$ cat config.mk
export PLATFORM = sky130hd
export DESIGN_NAME = goc_frame_tx
export DESIGN_NICKNAME = d
export VERILOG_FILES = /design/src/rtl/goc_frame_tx_pkg.sv /design/src/rtl/fifo.sv /design/src/rtl/goc_frame_tx.sv
export SDC_FILE = /design/constraint.sdc
export NUM_CORES = 1
export LEC_CHECK = 0
export ABC_CLOCK_PERIOD_IN_PS = 3000
export BUFFER_PORTS_ARGS = -buffer_cell sky130_fd_sc_hd__buf_2
export CAP_MARGIN = 20
export CORE_ASPECT_RATIO = 1.5
export CORE_MARGIN = 2
export CORE_UTILIZATION = 50
export CTS_CLUSTER_SIZE = 20
export DETAILED_ROUTE_END_ITERATION = 8
export PLACE_DENSITY = 0.66
export REMOVE_ABC_BUFFERS = 1
export SLEW_MARGIN = 10
export SYNTH_ARGS = -nofsm -noshare
export SYNTH_HDL_FRONTEND = slang
export SYNTH_SLANG_ARGS = --single-unit
$ cat constraint.sdc
create_clock -name clk -period 3 [get_ports clk]
set_clock_uncertainty 0.1 [all_clocks]
set_input_delay 0.6 -clock clk [delete_from_list [all_inputs] [get_ports clk]]
set_output_delay 0.6 -clock clk [all_outputs]
set_load 0.005 [all_outputs]
$ cat src/rtl/goc_frame_tx_pkg.sv
// Shared definitions for the GOC frame transmitter: response codes, default
// event address and FSM state encoding.
package goc_frame_tx_pkg;

    localparam logic [7:0] DEFAULT_EVT_ADDR = 8'h67;
    localparam logic [7:0] ACK_CODE         = 8'h00;
    localparam logic [7:0] NAK_CODE         = 8'h01;
    localparam logic [7:0] TAIL_CODE        = 8'h00;

    typedef enum logic [2:0] {
        ST_IDLE,
        ST_RX,
        ST_TX,
        ST_RESP_REQ,
        ST_RESP_DATA,
        ST_RESP_TAIL
    } state_t;

    // A programmed speed of zero still gives a one-cycle half-bit.
    function automatic logic [31:0] half_bit_cycles(input logic [31:0] speed);
        return (speed == 32'd0) ? 32'd1 : speed;
    endfunction

endpackage

$ cat src/rtl/fifo.sv
// Synchronous show-ahead FIFO with flush; depth is 2**ADDR_W entries.
// rd_data always presents the oldest entry while the FIFO is not empty.
module fifo #(
    parameter int WIDTH  = 8,
    parameter int ADDR_W = 6
) (
    input  logic             clk,
    input  logic             reset,
    input  logic             flush,
    input  logic             wr_en,
    input  logic [WIDTH-1:0] wr_data,
    input  logic             rd_en,
    output logic [WIDTH-1:0] rd_data,
    output logic             empty,
    output logic             full
);

    logic [WIDTH-1:0] mem [2**ADDR_W];
    logic [ADDR_W:0]  wr_ptr;
    logic [ADDR_W:0]  rd_ptr;

    // NOTE: state registers take non-blocking assignments so every flop samples pre-edge values.
    always_ff @(posedge clk) begin
        if (reset || flush) begin
            wr_ptr <= '0;
            rd_ptr <= '0;
        end else begin
            if (wr_en && !full)
                wr_ptr <= wr_ptr + 1'b1;
            if (rd_en && !empty)
                rd_ptr <= rd_ptr + 1'b1;
        end
    end

    // NOTE: the storage array is deliberately not reset; the pointers alone define which entries are valid.
    always_ff @(posedge clk) begin
        if (wr_en && !full)
            mem[wr_ptr[ADDR_W-1:0]] <= wr_data;
    end

    assign rd_data = mem[rd_ptr[ADDR_W-1:0]];
    assign empty   = (wr_ptr == rd_ptr);
    assign full    = (wr_ptr[ADDR_W] != rd_ptr[ADDR_W]) &&
                     (wr_ptr[ADDR_W-1:0] == rd_ptr[ADDR_W-1:0]);

endmodule

$ cat src/rtl/goc_frame_tx.sv
// GOC frame transmitter: buffers host frames for EVT_ADDR, sends them
// Manchester-encoded on the GOC pad, then returns ACK/NAK on the slave bus.
module goc_frame_tx
    import goc_frame_tx_pkg::*;
#(
    parameter logic [7:0] EVT_ADDR   = DEFAULT_EVT_ADDR,
    parameter int         FIFO_DEPTH = 64
) (
    input  logic        clk,
    input  logic        reset,
    input  logic [7:0]  ma_addr,
    input  logic [7:0]  ma_data,
    input  logic        ma_data_valid,
    input  logic        ma_frame_valid,
    output logic        sl_overflow,
    input  logic [31:0] goc_speed,
    input  logic        goc_polarity,
    output logic        goc_pad,
    output logic        sl_arb_request,
    input  logic        sl_arb_grant,
    output logic [8:0]  sl_addr,
    output logic [8:0]  sl_data,
    output logic [8:0]  sl_tail,
    output logic        sl_latch_tail,
    output logic        busy
);

    localparam int         ADDR_W    = $clog2(FIFO_DEPTH);
    localparam logic [7:0] COUNT_SAT = 8'((FIFO_DEPTH > 255) ? 255 : FIFO_DEPTH);

    state_t      state, state_next;
    logic [7:0]  addr_q, data_q;
    logic        dv_q, fv_q, fv_qq;
    logic [7:0]  count;
    logic        err;
    logic        busy_frame;
    logic [7:0]  shreg;
    logic [2:0]  bit_cnt;
    logic        half;
    logic [31:0] timer;
    logic        pad;

    logic        frame_rise, frame_fall, addr_hit, in_busy_state, start;
    logic        rx_drop, busy_drop, err_now;
    logic        byte_done, tx_done;
    logic        fifo_wr, fifo_rd, fifo_flush, fifo_empty, fifo_full;
    logic [7:0]  fifo_rd_data;
    logic [31:0] hb_reload;

    assign frame_rise    = fv_q && !fv_qq;
    assign frame_fall    = !fv_q && fv_qq;
    assign addr_hit      = (addr_q == EVT_ADDR);
    assign in_busy_state = (state != ST_IDLE) && (state != ST_RX);
    assign start         = (state == ST_IDLE) && frame_rise && addr_hit;

    // Bytes of a matching frame that arrives while we are still busy are dropped.
    assign rx_drop   = (state == ST_RX) && dv_q && fifo_full;
    assign busy_drop = dv_q && (busy_frame || (frame_rise && addr_hit && in_busy_state));
    assign err_now   = err || rx_drop;

    assign byte_done = (state == ST_TX) && (timer == 32'd0) && half && (bit_cnt == 3'd7);
    assign tx_done   = byte_done && fifo_empty;

    assign fifo_wr    = dv_q && !fifo_full && ((state == ST_RX) || start);
    assign fifo_rd    = byte_done && !fifo_empty;
    assign fifo_flush = (state == ST_RX) && frame_fall && err_now;
    assign hb_reload  = half_bit_cycles(goc_speed) - 32'd1;

    fifo #(
        .WIDTH (8),
        .ADDR_W(ADDR_W)
    ) u_fifo (
        .clk    (clk),
        .reset  (reset),
        .flush  (fifo_flush),
        .wr_en  (fifo_wr),
        .wr_data(data_q),
        .rd_en  (fifo_rd),
        .rd_data(fifo_rd_data),
        .empty  (fifo_empty),
        .full   (fifo_full)
    );

    always_ff @(posedge clk) begin
        if (reset) begin
            addr_q <= '0;
            data_q <= '0;
            dv_q   <= 1'b0;
            fv_q   <= 1'b0;
            fv_qq  <= 1'b0;
        end else begin
            addr_q <= ma_addr;
            data_q <= ma_data;
            dv_q   <= ma_data_valid;
            fv_q   <= ma_frame_valid;
            fv_qq  <= fv_q;
        end
    end

    always_ff @(posedge clk) begin
        if (reset)
            state <= ST_IDLE;
        else
            state <= state_next;
    end

    // NOTE: combinational blocks assign a default first so no path can infer a latch.
    always_comb begin
        state_next = state;
        case (state)
            ST_IDLE:      if (start) state_next = ST_RX;
            ST_RX: begin
                if (frame_fall) begin
                    if (err_now || (fifo_empty && !fifo_wr))
                        state_next = ST_RESP_REQ;
                    else
                        state_next = ST_TX;
                end
            end
            ST_TX:        if (tx_done) state_next = ST_RESP_REQ;
            ST_RESP_REQ:  if (sl_arb_grant) state_next = ST_RESP_DATA;
            ST_RESP_DATA: state_next = ST_RESP_TAIL;
            ST_RESP_TAIL: state_next = ST_IDLE;
            default:      state_next = ST_IDLE;
        endcase
    end

    always_ff @(posedge clk) begin
        if (reset) begin
            count      <= '0;
            err        <= 1'b0;
            busy_frame <= 1'b0;
        end else begin
            if (start) begin
                count <= {7'd0, fifo_wr};
                err   <= 1'b0;
            end else if ((state == ST_RX) && dv_q) begin
                if (count != COUNT_SAT)
                    count <= count + 8'd1;
                if (fifo_full)
                    err <= 1'b1;
            end
            if (!fv_q)
                busy_frame <= 1'b0;
            else if (frame_rise && addr_hit && in_busy_state)
                busy_frame <= 1'b1;
        end
    end

    // Half-bit timer: a new half-bit (and its polarity/speed) is taken whenever timer hits 0.
    always_ff @(posedge clk) begin
        if (reset) begin
            shreg   <= '0;
            bit_cnt <= 3'd7;
            half    <= 1'b1;
            timer   <= '0;
            pad     <= 1'b0;
        end else if (state != ST_TX) begin
            bit_cnt <= 3'd7;
            half    <= 1'b1;
            timer   <= '0;
            pad     <= goc_polarity;
        end else if (timer != 32'd0) begin
            timer <= timer - 32'd1;
        end else if (!half) begin
            half  <= 1'b1;
            pad   <= shreg[7] ? goc_polarity : ~goc_polarity;
            timer <= hb_reload;
        end else if (bit_cnt != 3'd7) begin
            shreg   <= {shreg[6:0], 1'b0};
            bit_cnt <= bit_cnt + 3'd1;
            half    <= 1'b0;
            pad     <= shreg[6] ? ~goc_polarity : goc_polarity;
            timer   <= hb_reload;
        end else if (!fifo_empty) begin
            shreg   <= fifo_rd_data;
            bit_cnt <= 3'd0;
            half    <= 1'b0;
            pad     <= fifo_rd_data[7] ? ~goc_polarity : goc_polarity;
            timer   <= hb_reload;
        end else begin
            pad <= goc_polarity;
        end
    end

    always_comb begin
        busy           = (state != ST_IDLE);
        sl_arb_request = 1'b0;
        sl_addr        = '0;
        sl_data        = '0;
        sl_tail        = '0;
        sl_latch_tail  = 1'b0;
        case (state)
            ST_RESP_REQ:  sl_arb_request = 1'b1;
            ST_RESP_DATA: begin
                sl_arb_request = 1'b1;
                sl_addr        = {1'b1, err ? NAK_CODE : ACK_CODE};
                sl_data        = {1'b1, count};
            end
            ST_RESP_TAIL: begin
                sl_latch_tail = 1'b1;
                sl_tail       = {1'b1, TAIL_CODE};
            end
            default: ;
        endcase
    end

    assign goc_pad     = pad;
    assign sl_overflow = rx_drop || busy_drop;

endmodule

==> results.ini, run 1 <==
[logic_synthesis]
yosys.area_share.xor_xnor_pct=1.445
synth_top_family_by_area=multiplexers
synth-seq-cells=609
synth.area.mux_share_pct=14.52
yosysUniqueCellTypes=78
synth-adder-area-share_pct=0.3524
synthDominantAreaCellType=edfxtp_1
synth-compound-area-share_pct=4.314
synth.area.top_cells=edfxtp_1 62%, mux4_2 13%, dfxtp_1 7.8%
synth_top_area_share_pct=61.85
async_reset_ff_share_pct=0
avgSynthCellArea_sq_um=16.90
synth-edff-count=512
synthSimpleGateAreaFrac_pct=7.772
synth_cells=1471
ys.flop_type=edfxtp_1
seq_area_frac_synth_pct=69.67
ys_warn_count=0
synth_area_sq_um=24860

[route]
drt_drc_violations_left=0
vias_per_cell=5.790
drtPass1Iterations=5
final_antenna_net_count=0
num_vias=13970
drt_iter0_markers=1043
wl_per_cell_microns=23.70
wl_microns=57180

[setup_path]
rr_worst_depth=10
crit_chain=nand4bb_1 -> nor4_1 -> buf_4 -> o21a_1 -> nand3b_1 -> nor2_1 -> buf_4 -> nand3b_1 -> buf_4 -> nor2_1
r2r-start=addr_q[4]
crit_required_ns=3.11
end_kind=register
slowest_delay_ns=0.63
r2r_slack_ns=0.004
path_max_fanout=8
reg2reg_to=u_fifo.mem[33][2]
start_kind=register
crit_end=u_fifo.mem[33][2]
cpMostUsedCell=buf_4
critPathKind=register to register
cp.arrival_ns=3.10
startpoint=addr_q[4]
cpMaxStageDelayCell=nor2_1

[cells_and_area]
multiInputGateArea_sq_um=7345
nets=1770
regArea_sq_um=17350
syn2layout_area_growth_pct=17.19
design_area_sq_um=29130
fin_cells=2412
layout-drive-gt1-share_pct=32.55
nFillCells=3646

[sta]
slew_viol_final=0
finalCriticalPeriod_ns=2.996
relSlewSlack_pct=44.43
fin_crit_sh_pct=99.88
timing.fmax_mhz=333.7
finalSetupViolCount=0
rsz0062_at_grt=true
fin_ws_ns=0.003523
tightestPinTransition_ns=0.8304
tns_ns=0
hold_viol_final=0

[pwr]
power_density_nw_per_um2=544.1
power_leakage_nw=8.930
ir_worst_vdd_mv=0.4005

[placed_design]
portBuffers=70
dpl.cell_count=2311
dpl_cell_area_sq_um=27240
gp_congestion=0.8444
dp_worst_setup_slack_ns=-0.4767
dp_hpwl_microns=39610

[floorplan]
die_width_microns=186.1
start_util_pct=50.29
io_pins=86
die_h_microns=277.1
dieArea_sq_um=51550
num_rows=100
core_area_sq_um=49420

[global_routing]
grt_max_degree=65
grt_overflow=0
grt_pass1_wl_microns=86320
grt_pass1_vias=14300
grtUsageTotal_pct=22.49
antenna_found_initial=1

[run]
cap_violations=0

[cts]
cts_sinks=609
worst_skew_pair.late_latency_ns=0.59
clock_path_buffers=3
clkTransAtPathRegs_ns=0.06
htreeDepth=2
cts_made_buffers=53
root_buffer=clkbuf_16
cts_tree=yes
hold_buffers=0

[min_path]
hold_start=ma_addr[0]
holdCritPathClass=primary input to register

[status]
status=finished, final reports clean

-- kinds of logic after synthesis --
logic type      Yosys count
xor+xnor                 41
flops                   609
fa+ha+maj                 7
other cells               1
buf+inv                 102
compound gates          155
mux                     182
simple gates            374
-- worst min-delay path by stage --
stage               depth (start not counted)   endpoint  slack, ns
floorplan                                   2   shreg[1]       0.34
global placement                            2   shreg[5]       0.35
detailed placement                          2   shreg[3]       0.36
CTS                                         2  addr_q[0]       0.11
global route                                2  addr_q[0]       0.11
finish                                      2  addr_q[0]       0.13
-- stage by stage --
| step | power, mW | util, % | hold WS [ns] |
|---|---|---|---|
| after global routing | 16.29 | 58.94 | 0.1114 |
| final | 15.85 | 58.94 | 0.1258 |
| after CTS | 15.96 | 58.38 | 0.1076 |
| after detailed placement | 9.677 | 55.11 | 0.3620 |
| after global placement | 9.656 | 54.99 | 0.3525 |
| after floorplan | 9.485 | - | 0.3371 |
-- final cells by class --
type / instances / area share (%)
timing repair buffer: 259 / 6.847
clock inverter: 28 / 0.6271
sequential: 609 / 59.55
antenna: 1 / 0.008591
tap: 663 / 2.848
clock buffer: 66 / 4.755
multi-input combinational: 774 / 25.21
inverter: 12 / 0.1546
-- synth_stat cells, drive strengths merged (3+ instances only) --
cell      n
nor4     11
o21bai    3
or3       6
and2     24
o211ai    3
inv      12
and3      9
a211oi   11
nand2b   10
a31o      5
a21oi    44
a21o      5
clkbuf   32
o21a      4
a22oi     5
nor3     27
mux2i    38
nor2b    28
nand4    15
a22o      6
nand3    18
nor2    148
nor4b     3
a31oi     5
nor3b     3
a221oi   17
nand3b    9
nand2    49
o31ai     5
buf      58
xor2     25
xnor2    16
edfxtp  512
dfxtp    97
or4       4
mux4    142
ha        7
o21ai    23
-- worst max-delay path: cells and delay by family (launching register included) --
| family | cells | cell delay, ns |
|---|---|---|
| flops | 1 | 0.29 |
| compound gates | 1 | 0.15 |
| simple gates | 6 | 1.55 |
| buf+inv | 3 | 0.54 |
-- sequential cells by signal, indices dropped and copies added, names as in the netlist, named ones only --
name / count
fv_qq: 1
err: 1
bit_cnt: 3
fv_q: 1
timer: 32
addr_q: 8
shreg: 8
u_fifo.wr_ptr: 7
busy_frame: 1
half: 1
u_fifo.rd_ptr: 7
count: 8
state: 3
data_q: 8
goc_pad: 1
u_fifo.mem: 512
dv_q: 1
-- layer usage --
layer | wire (microns) | GRT usage, %
met1 | 21910 | 27.28
met5 | 0 | 0
met3 | 2138 | 2.367
met2 | 31210 | 40.89
met4 | 1917 | 8.621
-- report_power, final --
group          internal, mW  switching [mW]
Sequential             9.16          0.0586
Combinational         0.122           0.157
Clock                  3.37            2.98
Total                  12.7            3.20
-- what timing repair did --
item | CTS | global route
setup buffers | 0 | 5
endpoints found under the setup margin | 63 | 405
pin swaps | 0 | 6
cloned | 0 | 0
gates resized for setup | 14 | 62
-- cell usage in the layout (no fill, tap or decap), drive strengths merged, types with 6 or more instances in the layout --
master,count
a211oi,11
a21oi,44
a221oi,17
a22o,6
and2,24
and3,9
buf,259
clkbuf,66
clkinv,23
conb,15
dfxtp,97
edfxtp,512
ha,7
inv,15
mux2i,38
mux4,142
nand2,49
nand2b,10
nand3,18
nand3b,9
nand4,15
nor2,148
nor2b,28
nor3,27
nor4,11
o21ai,23
or3,6
xnor2,16
xor2,25
(Power assumes the default switching activity.)
==> run 2: changes to the inputs <==
--- a/config.mk
+++ b/config.mk
@@ -14,7 +14,6 @@
 export CTS_CLUSTER_SIZE = 20
 export DETAILED_ROUTE_END_ITERATION = 8
 export PLACE_DENSITY = 0.66
-export REMOVE_ABC_BUFFERS = 1
 export SLEW_MARGIN = 10
 export SYNTH_ARGS = -nofsm -noshare
 export SYNTH_HDL_FRONTEND = slang
==> run 2 against run 1 <==
  * Count of clock-buffer cells in the layout shrank 1
  * Via count is 1.4% higher
  * Routed wire length rose by 3.0%
  * Critical path type unchanged
  * Largest power group unchanged
==> results.ini, run 2 (synthesis results as in run 1) <==
[setup_path]
crit_chain=nor2_1 -> and3_1 -> and4_4 -> a21oi_2 -> ha_1 -> nor4b_4 -> nand2_1 -> buf_4 -> or4_1 -> nor3_4 -> mux2i_1 -> a31oi_1
crit_required_ns=3.36
crit_family=simple AND/OR/NAND/NOR gates
cp.arrival_ns=3.29
slowest_delay_ns=0.45
path_max_fanout=4
critPathKind=register to register
cp.buffers_inverters=1
start_kind=register
cpMaxStageDelayCell=or4_1
end_kind=register

[route]
wl_per_cell_microns=24.02
num_vias=14170
wl_microns=58880
drtPass1Iterations=5
final_antenna_net_count=0
drt_iter0_markers=1073
vias_per_cell=5.780
drt_drc_violations_left=0

[cts]
root_buffer=clkbuf_16
clock_path_buffers=3
worst_skew_pair.late_latency_ns=0.58
hold_buffers=0
cts_tree=yes
cts_made_buffers=52
htreeDepth=2
clkTransAtPathRegs_ns=0.07
cts_sinks=609

[run]
cap_violations=0

[cells_and_area]
regArea_sq_um=17340
nets=1800
layout-drive-gt1-share_pct=30.88
multiInputGateArea_sq_um=7197
fin_cells=2451
largest_reg_flops=512
syn2layout_area_growth_pct=17.78
nFillCells=3672
mostFrequentLayoutCells=512 x edfxtp_1, 206 x buf_4, 147 x nor2_1
final_common_cell=edfxtp_1

[floorplan]
start_util_pct=50.29
io_pins=86
die_h_microns=277.1
num_rows=100
core_area_sq_um=49420
die_width_microns=186.1
dieArea_sq_um=51550

[global_routing]
grt_overflow=0
grtUsageTotal_pct=23.17
grt_pass1_vias=14610
grt_pass1_wl_microns=88650
grt_max_degree=65
antenna_found_initial=8

[sta]
timing.fmax_mhz=342.0
tns_ns=0
fin_ws_ns=0.07629
hold_viol_final=0
tightestPinTransition_ns=0.9958
finalCriticalPeriod_ns=2.924
fin_crit_sh_pct=97.46
slew_viol_final=0
relSlewSlack_pct=33.61
finalSetupViolCount=0

[placed_design]
dp_hpwl_microns=39630
gp_congestion=0.9120
portBuffers=70
dpl.cell_count=2342
dp_worst_setup_slack_ns=-0.3296

[pwr]
finalPower_mw=16.19
power_density_nw_per_um2=552.9
ir_worst_vdd_mv=0.3630
power_leakage_nw=9.151

[min_path]
holdCritPathClass=primary input to register

[status]
status=finished, final reports clean

## run 2: changes by cell type in the layout (fill, tap and decap cells not counted), moves of 4 or more
cell / before / now
clkinv_2: 13 / 8
diode_2: 1 / 7
nor2_2: 43 / 1
buf_12: 18 / 14
bufinv_16: 1 / 5
buf_4: 171 / 206
nor2_4: 6 / 0
nor2_1: 99 / 147
## run 2: worst paths after layout
| path | from | end | slack [ns] | depth (start not counted) |
|---|---|---|---|---|
| hold / removal | ma_data[6] | data_q[6] | 0.13 | 2 |
| hold reg to reg | shreg[4] | shreg[4] | 0.38 | 2 |
| setup reg to reg | timer[3] | timer[12] | 0.08 | 12 |
| setup / recovery | timer[3] | timer[12] | 0.08 | 12 |
## run 2: layout make-up
class	instances	share of cell area, %
Antenna cell	7	0.05983
Clock buffer	65	4.684
Clock inverter	31	1.021
Inverter	12	0.1539
Multi-Input combinational cell	774	24.58
Sequential cell	609	59.23
Tap cell	663	2.833
Timing Repair Buffer	290	7.436
## run 2: per-stage QoR
step                area [sq um]  hold slack [ns]  util, %
finish                     29280           0.1345    59.24
global route               29270           0.1214    59.23
detailed placement         27430           0.3667    55.50
CTS                        29120           0.1169    58.92
global placement           27430           0.3542    55.50
floorplan                  24920           0.3435        -
## run 2: report_power, final
| part | total (mW) | leakage (nW) | internal, mW | switching [mW] |
|---|---|---|---|---|
| Sequential | 9.19 | 4.85 | 9.16 | 0.0298 |
| Clock | 6.69 | 0.810 | 3.69 | 2.99 |
| Combinational | 0.308 | 3.49 | 0.115 | 0.193 |
## run 2: repair_timing
item | CTS | global route
endpoints found under the hold margin | 0 | 0
gates resized for setup | 3 | 13
pin swaps | 0 | 1
buffers inserted | 0 | 5
endpoints found under the setup margin | 4 | 14
## run 2: routing by layer
layer  wire [microns]  vias up  GRT usage [%]
li1                 -     6323              -
met1            22230     7314          27.85
met2            31980      413          41.20
met3             2392      114          3.012
met4             2261        2          10.54
met5               18        -              0
==> run 3: changes to the inputs <==
--- a/config.mk
+++ b/config.mk
@@ -5,6 +5,7 @@
 export SDC_FILE = /design/constraint.sdc
 export NUM_CORES = 1
 export LEC_CHECK = 0
+export ABC_AREA = 1
 export ABC_CLOCK_PERIOD_IN_PS = 3000
 export BUFFER_PORTS_ARGS = -buffer_cell sky130_fd_sc_hd__buf_2
 export CAP_MARGIN = 20
==> run 3 against run 2 <==
  * Routed wire length up 21%
  * Die area up 4.6%
  * Sequential share of layout area down 0.35 points
  * Sequential power up 0.8%
  * Global-route usage up 3.1 points
  * Cell count up 38%
  * Worst hold slack worse by 0.042 ns
  * First-iteration DRC count up 54%
  * Area after synthesis up 4.7%
  * Flip-flop and latch count unchanged
  * Critical path depth down 4
  * Largest cell class unchanged
  * Largest power group unchanged
  * Highest routed layer is now met4
==> results.ini, run 3 <==
[cells_and_area]
final_util_pct=57.13
nFillCells=4356
final_common_cell=edfxtp_1
layout-drive-gt1-share_pct=12.50
mostFrequentLayoutCells=512 x edfxtp_1, 498 x nor2_1, 449 x nand2_1
largest_reg_flops=512
nets=2713
design_area_sq_um=29460
antennaDiodeCount=0
fin_cells=3373
syn2layout_area_growth_pct=13.17

[route]
drt_iter0_markers=1655
drtPass1Iterations=5
vias_per_cell=5.692
wl_microns=71530
wl_per_cell_microns=21.21
final_antenna_net_count=0
route.top_layer_used=met4
wl_met3_microns=4440
route.met2.wl_microns=36700
drt_drc_violations_left=0
num_vias=19200
met1_length_microns=26050

[sta]
hold_viol_final=0
tns_ns=0
rsz0062_at_grt=false
finalSetupViolCount=0
fin_crit_sh_pct=96.52
finalCriticalPeriod_ns=2.895
tightestPinTransition_ns=0.9107
timing.fmax_mhz=345.4
relSlewSlack_pct=39.28
slew_viol_final=0
fin_hold_ws_ns=0.09214

[setup_path]
critPathKind=register to output port
crit_family=simple AND/OR/NAND/NOR gates
crit_chain=inv_1 -> nor2_1 -> nor4_1 -> nand2_1 -> nor2_2 -> nand3_1 -> o21ai_1 -> buf_2
crit_required_ns=2.30
slowest_delay_ns=0.37
path_max_fanout=6
end_kind=output port
start_kind=register
cp.buffers_inverters=2
cpMaxStageDelayCell=dfxtp_1
cp.arrival_ns=2.20

[logic_synthesis]
ys_warn_count=0
synthDominantAreaCellType=edfxtp_1
synth-seq-cells=609
async_reset_ff_share_pct=0
synth_common_cells=512 x edfxtp_1, 499 x nor2_1, 449 x nand2_1, 283 x o21ai_0, 122 x nand3_1
synth.area.top_cells=edfxtp_1 59%, dfxtp_1 7.5%, nor2_1 7.2%
synth_area_sq_um=26030
ys.flop_type=edfxtp_1
avgSynthCellArea_sq_um=10.26
synth_cells=2538
yosysUniqueCellTypes=41
synth_top_area_share_pct=59.07
yosysMostFrequentCell=edfxtp_1
seq_area_frac_synth_pct=66.53
synth-edff-count=512

[cts]
worst_skew_pair.late_latency_ns=0.62
clkTransAtPathRegs_ns=0.06
clock_path_buffers=3
htreeDepth=2
post-cts-setup-buffer-count=0
cts_tree=yes
root_buffer=clkbuf_16
cts_sinks=609
hold_buffers=0
cts_made_buffers=54
cts_resized=0

[global_routing]
antenna_found_initial=0
grtUsageTotal_pct=26.30
grt_pass1_vias=18790
grt_max_degree=88
grt_overflow=0
grt_pass1_wl_microns=107700

[pwr]
power_leakage_nw=10.37
ir_worst_vdd_mv=0.4110
power_density_nw_per_um2=575.7

[floorplan]
io_pins=86
core_area_sq_um=51560
die_h_microns=283.4
die_width_microns=190.3
start_util_pct=50.48
dieArea_sq_um=53940
num_rows=102

[min_path]
holdCritPathClass=primary input to register

[status]
status=finished, final reports clean

[placed_design]
dpl_cell_area_sq_um=27650
portBuffers=70
gp_congestion=0.9497
dpl.cell_count=3272
dp_hpwl_microns=46420

[run]
cap_violations=0

-- run 3: cell count changes in the layout (fill, tap and decap cells not counted), moves of 23 or more --
cell and delta:
o21ai_0 +261, nand2_1 +400, nand3_1 +105, o22ai_1 +112, inv_1 +106, and2_1 -23, mux4_2 -142, a21oi_1 +31
nor2b_1 -28, nor2_1 +351, buf_4 -102, mux2i_1 -38
-- run 3: layout make-up --
| cell class | count | area (sq um) | area share [%] |
|---|---|---|---|
| flip-flops and latches | 609 | 17340 | 58.88 |
| clock inverters | 42 | 436.7 | 1.482 |
| repair buffers | 187 | 1391 | 4.723 |
| inverters | 131 | 500.5 | 1.699 |
| well taps | 676 | 845.8 | 2.871 |
| clock buffers | 59 | 1370 | 4.651 |
| multi-input cells | 1669 | 7569 | 25.69 |
-- run 3: worst paths after layout --
| path | from | to | slack, ns | depth (start not counted) |
|---|---|---|---|---|
| setup / recovery | u_fifo.rd_ptr[0] | sl_overflow | 0.10 | 8 |
| hold / removal | ma_data[0] | data_q[0] | 0.09 | 3 |
| setup reg to reg | state[0] | u_fifo.mem[20][7] | 0.26 | 10 |
| hold reg to reg | shreg[2] | shreg[2] | 0.37 | 2 |
-- run 3: power by group --
part	total, mW	internal [mW]	switching [mW]
logic	0.631	0.178	0.452
registers	9.26	9.17	0.0833
clock network	7.07	3.94	3.13
total	17.0	13.3	3.67
-- run 3: per-stage QoR --
stage | total power [mW] | setup slack (ns)
final | 16.96 | 0.1045
after global routing | 17.46 | 0.0006579
after global placement | 10.05 | 0.2539
after floorplan | 9.800 | 0.5531
after CTS | 17.04 | 0.05525
after detailed placement | 10.06 | 0.2267
-- run 3: cells by family after synthesis --
family / count (synthesis) / synth area share (%)
and+or+nand+nor: 1137 / 17.78
DFF: 609 / 66.53
other: 1 / 0.01441
xor gates and xnor gates: 13 / 0.4374
buffers and inverters: 274 / 4.605
adders and majority gates: 7 / 0.3365
AOI/OAI and AO/OA: 497 / 10.30
-- run 3: per-layer routing --
| layer | vias up | GRT usage [%] |
|---|---|---|
| met4 | 0 | 14.96 |
| met1 | 9159 | 30.26 |
| met5 | - | 0 |
| met2 | 870 | 46.86 |
| met3 | 209 | 3.265 |
| li1 | 8962 | - |
-- run 3: worst reg2reg max path, cell delays in order (launching register included) --
cell and delay [ns]:
dfxtp_1 0.37, nor2_1 0.12, inv_1 0.07, nor2_2 0.16, nand3_1 0.15, a21oi_1 0.23
nand2_2 0.18, nor2_2 0.20, nand2_1 0.44, nor2_1 0.25, buf_4 0.20
